## src/rtl/hazard_pkg.sv

```systemverilog
// hazard_pkg: shared types for the ID/EX hazard and forwarding controller.
// Holds the scoreboard entry layout and the forward-select width helper.
package hazard_pkg;

    // Scoreboard rd field is sized for the widest supported register index.
    // Narrower indices are zero-extended on entry and on compare.
    localparam int SB_RD_W = 8;

    // Forward select value meaning "read the register file".
    localparam int FWD_REGFILE = 0;

    typedef struct packed {
        logic               valid;
        logic [SB_RD_W-1:0] rd;
        logic               regwrite;
        logic               memread;
    } sb_entry_t;

    // Width of a select that encodes 0 (regfile) plus entries 1..n_fwd.
    function automatic int fsel_w(input int n_fwd);
        return $clog2(n_fwd + 1);
    endfunction

endpackage

```

## src/rtl/hazard_match.sv

```systemverilog
// hazard_match: compares one source register against every scoreboard entry.
// Returns the index of the youngest matching producer, or FWD_REGFILE.
module hazard_match
    import hazard_pkg::*;
#(
    parameter int REG_W    = 5,
    parameter int N_FWD    = 2,
    parameter int ZERO_REG = 31,
    parameter int FSEL_W   = 2
) (
    input  sb_entry_t [N_FWD:1] sb_i,
    input  logic [REG_W-1:0]    src_i,
    input  logic                use_i,
    output logic [FSEL_W-1:0]   sel_o
);

    logic src_ok;
    logic unused_memread;

    // XZR and unread sources never match anything.
    assign src_ok = use_i && (src_i != REG_W'(ZERO_REG));

    // Scan oldest to youngest so the youngest matching producer wins.
    always_comb begin
        sel_o = FSEL_W'(FWD_REGFILE);
        for (int k = N_FWD; k >= 1; k--) begin
            if (src_ok && sb_i[k].valid && sb_i[k].regwrite &&
                (sb_i[k].rd == SB_RD_W'(src_i))) begin
                sel_o = FSEL_W'(k);
            end
        end
    end

    // Load flags matter only to the stall logic, not to forwarding.
    always_comb begin
        unused_memread = 1'b0;
        for (int k = 1; k <= N_FWD; k++) begin
            unused_memread = unused_memread ^ sb_i[k].memread;
        end
    end

endmodule

```

## src/rtl/hazard_unit.sv

```systemverilog
// hazard_unit: scoreboard-based forwarding, load-use stall and branch flush.
// Optional HAZARD_PERF_EN adds saturating stall_cnt/flush_cnt outputs.
module hazard_unit
    import hazard_pkg::*;
#(
    parameter int  REG_W    = 5,
    parameter int  N_FWD    = 2,
    parameter int  BR_STAGE = 2,
    parameter int  ZERO_REG = 31,
    localparam int FSEL_W   = fsel_w(N_FWD)
) (
    input  logic              clk,
    input  logic              reset,
    input  logic              id_valid,
    input  logic [REG_W-1:0]  id_rn,
    input  logic [REG_W-1:0]  id_rm,
    input  logic              id_use_rn,
    input  logic              id_use_rm,
    input  logic [REG_W-1:0]  id_rd,
    input  logic              id_regwrite,
    input  logic              id_memread,
    input  logic              br_taken,
    output logic [FSEL_W-1:0] fwd_a,
    output logic [FSEL_W-1:0] fwd_b,
    output logic              stall,
    output logic              flush
`ifdef HAZARD_PERF_EN
    ,
    output logic [31:0]       stall_cnt,
    output logic [31:0]       flush_cnt
`endif
);

    sb_entry_t [N_FWD:1] sb_q;
    sb_entry_t [N_FWD:1] sb_d;
    logic [FSEL_W-1:0]   sel_a;
    logic [FSEL_W-1:0]   sel_b;
    logic                load_use;
    logic                issue;

    hazard_match #(
        .REG_W    (REG_W),
        .N_FWD    (N_FWD),
        .ZERO_REG (ZERO_REG),
        .FSEL_W   (FSEL_W)
    ) u_match_rn (
        .sb_i  (sb_q),
        .src_i (id_rn),
        .use_i (id_use_rn),
        .sel_o (sel_a)
    );

    hazard_match #(
        .REG_W    (REG_W),
        .N_FWD    (N_FWD),
        .ZERO_REG (ZERO_REG),
        .FSEL_W   (FSEL_W)
    ) u_match_rm (
        .sb_i  (sb_q),
        .src_i (id_rm),
        .use_i (id_use_rm),
        .sel_o (sel_b)
    );

    // Entry 1 matching either source is exactly a youngest-match of 1.
    assign load_use = id_valid && sb_q[1].valid && sb_q[1].memread &&
                      ((sel_a == FSEL_W'(1)) || (sel_b == FSEL_W'(1)));

    // A squashed branch leaves valid low, so its br_taken is ignored.
    assign flush = br_taken && sb_q[BR_STAGE].valid && !reset;
    assign stall = load_use && !flush && !reset;
    assign fwd_a = reset ? '0 : sel_a;
    assign fwd_b = reset ? '0 : sel_b;
    assign issue = id_valid && !stall && !flush;

    // Age every entry by one, admit ID or a bubble, then squash on flush.
    always_comb begin
        sb_d = '0;
        for (int k = 2; k <= N_FWD; k++) begin
            sb_d[k] = sb_q[k-1];
        end
        if (issue) begin
            sb_d[1] = '{valid:    1'b1,
                        rd:       SB_RD_W'(id_rd),
                        regwrite: id_regwrite,
                        memread:  id_memread};
        end
        if (flush) begin
            for (int k = 1; k <= BR_STAGE; k++) begin
                sb_d[k].valid = 1'b0;
            end
        end
    end

    // Scoreboard register; reset empties every entry.
    always_ff @(posedge clk) begin
        if (reset) begin
            sb_q <= '0;
        end else begin
            sb_q <= sb_d;
        end
    end

`ifdef HAZARD_PERF_EN
    logic [31:0] stall_cnt_q;
    logic [31:0] flush_cnt_q;

    // Saturating counts of stall and flush cycles.
    always_ff @(posedge clk) begin
        if (reset) begin
            stall_cnt_q <= '0;
            flush_cnt_q <= '0;
        end else begin
            if (stall && (stall_cnt_q != 32'hFFFF_FFFF)) begin
                stall_cnt_q <= stall_cnt_q + 32'd1;
            end
            if (flush && (flush_cnt_q != 32'hFFFF_FFFF)) begin
                flush_cnt_q <= flush_cnt_q + 32'd1;
            end
        end
    end

    assign stall_cnt = stall_cnt_q;
    assign flush_cnt = flush_cnt_q;
`endif

endmodule

```

## config.mk

```make
export PLATFORM = sky130hd
export DESIGN_NAME = hazard_unit
export DESIGN_NICKNAME = d
export VERILOG_FILES = /design/src/rtl/hazard_pkg.sv /design/src/rtl/hazard_match.sv /design/src/rtl/hazard_unit.sv
export SDC_FILE = /design/constraint.sdc
export NUM_CORES = 1
export LEC_CHECK = 0
export CAP_MARGIN = 20
export CORE_ASPECT_RATIO = 1.4
export CORE_MARGIN = 2
export CORE_UTILIZATION = 43
export CTS_BUF_LIST = sky130_fd_sc_hd__clkbuf_16
export DETAILED_ROUTE_END_ITERATION = 12
export GPL_ROUTABILITY_DRIVEN = 0
export PLACE_DENSITY = 0.89
export SLEW_MARGIN = 20
export SYNTH_ARGS = -nofsm -noshare
export SYNTH_HDL_FRONTEND = slang
export SYNTH_SLANG_ARGS = --single-unit
export TNS_END_PERCENT = 100
```

## constraint.sdc

```tcl
create_clock -name clk -period 1.8 [get_ports clk]
set_clock_uncertainty 0.1 [all_clocks]
set_input_delay 0.27 -clock clk [delete_from_list [all_inputs] [get_ports clk]]
set_output_delay 0.27 -clock clk [all_outputs]
set_load 0.05 [all_outputs]
```

Yosys cells after proc, flatten, opt, wreduce, memory -nomap -nowiden
Cells that the tools add are included.

storage, ports and cells
  register bits after elaboration = 21
  latch bits = 0
  bits in writable memories = 0
  ROM bits = 0
  bits of input ports = 23
  memories = 0

operators by class
  add/subtract/negate cells = 0
  multiply operators = 0
  divide/modulo/power cells = 0
  magnitude comparators = 0
  equality and inequality tests = 8
  shift operators = 0
  muxes and demuxes = 7
  bitwise logic cells = 1
  reduce and logical (&&, ||, !) cells = 29

operators by type and width
  kind                                                              number
  8-bit by 5-bit == test with 1-bit output                          4
  1-bit logical AND                                                 23
  2-bit 2-to-1 mux                                                  6
  11-bit 2-to-1 mux                                                 1
  5-bit inequality test (second input constant)                     2
  2-bit by 1-bit == test with 1-bit output (second input constant)  2
  2-bit OR reduction                                                2
  1-bit logical NOT                                                 3
  1-bit logical OR                                                  1
  1-bit inverter                                                    1

Depth between registers and ports, before layout
Gate-level depths: netlist of the first run.

  depth after elaboration = 17
  gate-level depth with buffers = 5
  depth with buffers taken out = 4

Hierarchy
Synthesis of the first run repeated with hierarchy kept, for this count alone.

second synthesis, totals
  cells, all modules = 91
  area, all modules = 885.8 µm²

by module, submodules not included
  module        instances  cells an instance  area each (µm²)
  hazard_unit   1          47                 538.0
  hazard_match  2          22                 173.9

Least setup slack after synthesis of the first run
Ideal clock, no wire load.

  path type = flip-flop to output port
  from = register sb_q, in the netlist sb_d[15]
  to = output port stall
  arrival = 1.839 ns
  required time = 1.430 ns
  setup slack = -0.409 ns
  cell stages (with the launch flop) = 5
  path buffers = 0
  path through = dfxtp_1 -> xnor2_2 -> nand2_1 -> or4_4 -> a211oi_2

on the way
  longest elaborated chain between the ends = 8

RTL lines
  item                                      RTL line            text
  from (decl)                               hazard_unit.sv:34   sb_entry_t [N_FWD:1] sb_q;
  from (signal assigned)                    hazard_unit.sv:98   sb_q <= '0;
  from (signal assigned)                    hazard_unit.sv:100  sb_q <= sb_d;
  8-bit by 5-bit == test with 1-bit output  hazard_match.sv:28  (sb_i[k].rd == SB_RD_W'(src_i))) begin
  1-bit logical AND                         hazard_match.sv:27  if (src_ok && sb_i[k].valid && sb_i[k].regwrite &&
  2-bit 2-to-1 mux                          hazard_match.sv:27
  2-bit by 1-bit == test with 1-bit output  hazard_unit.sv:67   ((sel_a == FSEL_W'(1)) || (sel_b == FSEL_W'(1)));
  1-bit logical OR (*)                      hazard_unit.sv:67
  1-bit logical AND (*)                     hazard_unit.sv:66   assign load_use = id_valid && sb_q[1].valid && sb_q[1].memread &&
  1-bit logical AND (*) (2 in a row)        hazard_unit.sv:71   assign stall = load_use && !flush && !reset;
  to (decl)                                 hazard_unit.sv:25   output logic stall,

Every way passes the cells marked *; elsewhere a longest branch is shown, timed or not.

Final worst setup path of the first run
  from = register sb_q, in the netlist sb_d[17]
  to = output port stall

The elaborated chain is that of the path after synthesis.

==> out/metrics.csv, run 1 <==
metric,value,unit
finalPower,0.991,mW
pin_count,29,
setup.worst_path.start_class,register,
fin_cells,168,
r2r_end,sb_d[16],
r2r_setup_slack,0.28,ns
netlist_area,835,um^2
antenna_cells,0,
wl_per_cell,17.6,um
grtUsageMet3,6.00,%
worst_slew_pin_slew,0.282,ns
final_area,0.00155,mm^2
use_met1,22.6,%
worst_hold_slack,0.431,ns
drv_slew,0,
hp-class,reg -> reg,
setup_slack,-0.424,ns
synth_seq_cells,15,
clock_path_buffers,2,
area_growth,85.9,%
synth_seq_area_share,36.0,%
worstRegToRegCells,6,
place_ws,-0.633,ns
multi_input_area,651,um^2
finalHoldViolCount,0,
grt.busiest_layer,met2,
grt_first_pass_wirelength,4020,um
cts.clk_slew.worst_paths,0.05,ns
cts_tree,built,
max_cap_violations,0,
drc,0,
violations,setup timing,
syn_nets,120,
final_nets,172,
status,finished with violations,
synthTopCellsByArea,"dfxtp_1, xnor2_1, nand2_1",
period_minus_slack,2.22,ns
whs_endpoint,sb_q[12],
die_height,56.1,um
clk_latency,0.24,ns
grt_usage,26.2,%
synth_top_area_cell,dfxtp_1,
die_w,41.2,um
core_area,0.00180,mm^2
wl,2950,um
cts_htree_levels,1,
start_util,46.3,%
regArea,319,um^2
grt_util_met2,47.3,%
grt_setup_unrepaired,true,
syn_inst,97,
die_area,0.00231,mm^2
place_area,0.00131,mm^2
synth.distinct_cells,25,
crit_path_max_fanout,3,
grt.overflow.total,0,
grt_start_max_net_pins,10,
dp_hpwl,1940,um
grt_pass1_vias,939,
cp.arrival,1.85,ns
synth.top_cell.area_share,36.0,%
final.setup.tns,-1.58,ns
end_kind,primary output,
critPathKind,reg -> out,
viasPerCell,5.49,
p_leak,0.620,nW
timing.slew.headroom,81.1,%
place.port_buffers,28,
rr_startpoint,sb_d[14],
synth_warnings,0,
drive_above_1_share,39.9,%
fin_util,86.1,%
rows,18,
hold_buffers,0,
hold_depth,1,
power_density,639,mW/mm^2
cts_sinks,15,
synth.avg_cell_area,8.60,um^2
antenna_found_initial,0,
hp-start,sb_d[12],
firstDrtPassIters,4,
num_vias,922,
dpl.cell_count,159,
setup_viol_count_final,5,
period_share,124,%
fmax,450,MHz
root_buffer,clkbuf_16,
crit_required,1.43,ns
drtIter0Drc,18,
antenna_left,0,
nFillCells,105,
irDropWorstVdd,0.000629,V
numCtsBuffers,3,
[sequential cells by signal, summed over array words and instances, names as in the netlist]
name	flops
sb_d	7
sb_q	8
[cells by family (layout without fill, tap and decap cells)]
kind of cell	count (synthesis)	in the layout	synth area share, %
compound gates	14	14	10.9
xor+xnor	20	20	22.8
buf+inv	4	55	1.80
flops	15	15	36.0
simple gates	44	44	28.5
[per-layer routing]
metal | up-vias | share of wire, %
li1 | 437 | -
met1 | 438 | 35
met2 | 37 | 57
met3 | 10 | 3.4
met4 | 0 | 4.0
met5 | - | 0
[worst max-delay path, stage by stage (launching register included)]
cell      delay [ns]
dfxtp_4         0.37
xnor2_2         0.16
nand2_2         0.07
or4_4           0.56
a211oi_4        0.27
buf_12          0.17
[cell usage in the layout (no fill, tap or decap), drive strengths merged, types with 3 or more instances in the layout]
master and n:
xnor2 18, dlygate4sd2 9, clkbuf 4, nor2 4
nand4 4, nand2 15, and2 3, dfxtp 15
nor2b 6, clkdlybuf4s50 10, nand3 3, a21oi 9
buf 28
[cells in the mapped netlist]
master / number
xnor2_1: 16
dfxtp_1: 15
nand2_1: 14
a21oi_1: 9
nor2b_1: 6
nand4_1: 4
nor2_1: 4
and2_1: 3
nand3_1: 3
and3_1: 2
and4_1: 2
buf_1: 2
nor4_1: 2
o21ai_1: 2
xnor2_2: 2
xor2_1: 2
a211oi_2: 1
clkbuf_1: 1
inv_1: 1
nand2_2: 1
nand3b_1: 1
o211ai_1: 1
o32ai_2: 1
or3_1: 1
or4_4: 1
[worst max path at each step]
stage              from  endpoint  slack [ns]  cells after the start
6_report       sb_d[17]     stall       -0.42                      5
5_1_grt        sb_d[17]     stall       -0.46                      5
4_1_cts        sb_d[16]     stall       -0.44                      5
3_5_place_dp   id_rm[4]     stall       -0.63                      6
3_3_place_gp   id_rn[2]     stall       -0.61                      6
2_1_floorplan  sb_d[15]     stall       -0.19                      4
[layout make-up]
| class | count | share of cell area, % |
|---|---|---|
| Inverter | 1 | 0.242 |
| Tap cell | 20 | 1.61 |
| Clock buffer | 3 | 4.84 |
| Clock inverter | 1 | 0.323 |
| Multi-Input combinational cell | 78 | 41.9 |
| Sequential cell | 15 | 20.6 |
| Timing Repair Buffer | 50 | 30.5 |
[report_power, final]
group	switching (mW)	internal (mW)	leakage (nW)
sequential	0.0175	0.342	0.126
clock	0.133	0.296	0.0409
combinational	0.0857	0.117	0.452
[repair_timing]
item | in CTS | in global routing
endpoints found under the setup margin | 5 | 6
buffers inserted | 1 | 4
gates resized for setup | 32 | 11
pin swaps | 6 | 11
endpoints found under the hold margin | 0 | 0
Note: power is estimated with default switching activity, not from simulation.
==> run 2, diff against run 1 <==
--- a/config.mk
+++ b/config.mk
@@ -5,16 +5,18 @@
 export SDC_FILE = /design/constraint.sdc
 export NUM_CORES = 1
 export LEC_CHECK = 0
+export ABC_AREA = 1
 export CAP_MARGIN = 20
 export CORE_ASPECT_RATIO = 1.4
 export CORE_MARGIN = 2
-export CORE_UTILIZATION = 43
+export CORE_UTILIZATION = 48
 export CTS_BUF_LIST = sky130_fd_sc_hd__clkbuf_16
 export DETAILED_ROUTE_END_ITERATION = 12
 export GPL_ROUTABILITY_DRIVEN = 0
-export PLACE_DENSITY = 0.89
+export PLACE_DENSITY = 0.91
 export SLEW_MARGIN = 20
 export SYNTH_ARGS = -nofsm -noshare
 export SYNTH_HDL_FRONTEND = slang
+export SYNTH_HIERARCHICAL = 1
 export SYNTH_SLANG_ARGS = --single-unit
 export TNS_END_PERCENT = 100
==> run 2 against run 1 <==
The flow still finishes with violations (setup timing). Non-clock buffer count fell by 9. Via count rose by 37%. Power fell by 4.8%. Setup slack improved by 0.086 ns. Hold slack got worse by 0.093 ns. Critical path type unchanged. Critical endpoint unchanged. Largest power group unchanged. Highest routed layer unchanged.
==> out/metrics.csv, run 2 <==
metric,value,unit,change
fmax,468,MHz,+4.0%
grt_first_pass_wirelength,4160,um,+3.4%
antenna_left,0,,unchanged
start_util,49.8,%,+3.4 points
antenna_cells,0,,unchanged
nFillCells,133,,+27%
hp-start,sb_d[12],,
p_int,0.715,mW,-5.2%
largest_register_ffs,8,,unchanged
grt_usage,21.1,%,-5.0 points
critPathKind,reg -> out,,
clk_latency,0.25,ns,about the same
setup_slack,-0.338,ns,+0.0863 ns
finalPower,0.944,mW,-4.8%
place.port_buffers,28,,unchanged
cts_tree,built,,
finalHoldViolCount,0,,unchanged
power_frac_comb,16.7,%,-3.8 points
wl,2930,um,-0.81%
worstRegToRegCells,14,,+8
grt.overflow.total,0,,unchanged
die_height,59.9,um,+6.7%
firstDrtPassIters,4,,unchanged
rr_startpoint,sb_d[14],,
cp.arrival,1.77,ns,-0.08 ns
drtIter0Drc,29,,+11
p_leak,0.896,nW,+45%
end_kind,primary output,,
r2r_end,sb_d[12],,
grt_pass1_vias,1087,,+16%
dr.max_layer_used,met4,,
setup.worst_path.start_class,register,,
pin_count,29,,unchanged
cts.clk_slew.worst_paths,0.05,ns,about the same
max_cap_violations,0,,unchanged
status,finished with violations,,
rows,20,,+2
synth.avg_cell_area,5.41,um^2,-37%
die_area,0.00263,mm^2,+14%
power_density,553,mW/mm^2,-13%
violations,setup timing,,
m1WireLength,1100,um,+5.6%
syn_inst,198,,+100%
clkPwrFrac,45.4,%,+2.1 points
worst_hold_slack,0.338,ns,-0.0930 ns
clock_path_buffers,2,,unchanged
crit_required,1.43,ns,about the same
period_share,119,%,-4.8 points
root_buffer,clkbuf_16,,
routed-wl-met3,142,um,+42%
die_w,43.9,um,+6.5%
power_switching,0.229,mW,-3.2%
dp_hpwl,1780,um,-8.4%
antenna_found_initial,0,,unchanged
synth_warnings,6,,+6
wl_per_cell,10.6,um,-39%
crit_path_max_fanout,5,,+2
period_minus_slack,2.14,ns,-0.0863 ns
netlist_area,0.00107,mm^2,+28%
cts_sinks,15,,unchanged
hold_buffers,0,,unchanged
numCtsBuffers,3,,unchanged
swShare,24.2,%,+0.39 points
whs_endpoint,sb_q[12],,
drc,0,,unchanged
area_growth,59.5,%,
hold_depth,2,,+1
num_vias,1263,,+37%
hp-class,reg -> reg,,
cts_htree_levels,1,,unchanged
setup_viol_count_final,5,,unchanged
drive_above_1_share,26.5,%,-13 points
core_area,0.00215,mm^2,+19%
final_cell_mix,"nand2_1, inv_1, nor2_1, inv_2",,
grt_setup_unrepaired,true,,
drv_slew,0,,unchanged
final_nets,277,,+61%
viasPerCell,4.59,,-16%
largest_register,sb_q,,
final_common_cell,nand2_1,,
grt_start_max_net_pins,12,,+2
irDropWorstVdd,0.000568,V,-9.8%
r2r_setup_slack,0,ns,-0.28 ns
wl_met2,1560,um,-7.8%
seqPwrFrac,37.9,%,+1.7 points
## run 2: critical path, stage by stage, from the launching register on
cell and delay [ns]:
dfxtp_4 0.37, inv_2 0.03, nand2_1 0.07, nand2_1 0.08, nor2_1 0.12, nand2_1 0.10
nor3_4 0.16, nor2_1 0.07, inv_1 0.09, nand2_1 0.08, nand2_2 0.06, nand3_2 0.07
inv_2 0.08, buf_12 0.13
## run 2: repair_timing
item	CTS	global route
endpoints found under the setup margin	13	13
setup buffers	4	2
gates resized for setup	34	17
pin swaps	14	6
## run 2: power groups by stage
| stage | logic (mW) | registers (mW) | clock network [mW] |
|---|---|---|---|
| 2_1_floorplan | 0.0764 | 0.360 | 0 |
| 3_3_place_gp | 0.152 | 0.362 | 0 |
| 3_5_place_dp | 0.154 | 0.363 | 0 |
| 4_1_cts | 0.151 | 0.357 | 0.432 |
| 5_1_grt | 0.177 | 0.360 | 0.445 |
| 6_report | 0.158 | 0.358 | 0.428 |
## run 2: how the worst max path moves through the flow
stage	cells past startpoint	startpoint	slack, ns	end
finish	13	sb_d[14]	-0.34	stall
global route	13	sb_d[14]	-0.41	stall
CTS	13	sb_d[14]	-0.25	stall
detailed placement	14	id_rm[1]	-0.51	stall
global placement	14	id_rm[1]	-0.48	stall
floorplan	10	sb_d[17]	-0.003	stall
## run 2: layer usage
metal | up-vias | track usage [%]
met5 | - | 0
met4 | 0 | 12.6
met3 | 16 | 2.42
met2 | 52 | 40.1
met1 | 543 | 21.3
li1 | 652 | -
## run 2: layout make-up
type / instances / area [um^2] / area share (%)
repair buffers: 41 / 423 / 24.8
clock buffers: 3 / 75.1 / 4.40
inverters: 59 / 221 / 13.0
multi-input cells: 134 / 634 / 37.1
clock inverters: 1 / 5.00 / 0.293
flip-flops and latches: 15 / 322 / 18.8
well taps: 22 / 27.5 / 1.61
## run 2: through the flow
stage	instances	cell area, um^2	util [%]	setup WS, ns	setup TNS, ns
2_1_floorplan	209	1120	-	-0.00286	-0.00286
3_3_place_gp	266	1550	71.8	-0.479	-3.60
3_5_place_dp	266	1550	71.8	-0.515	-4.04
4_1_cts	273	1680	77.9	-0.255	-0.876
5_1_grt	275	1710	79.4	-0.412	-2.20
6_report	275	1710	79.4	-0.338	-1.19
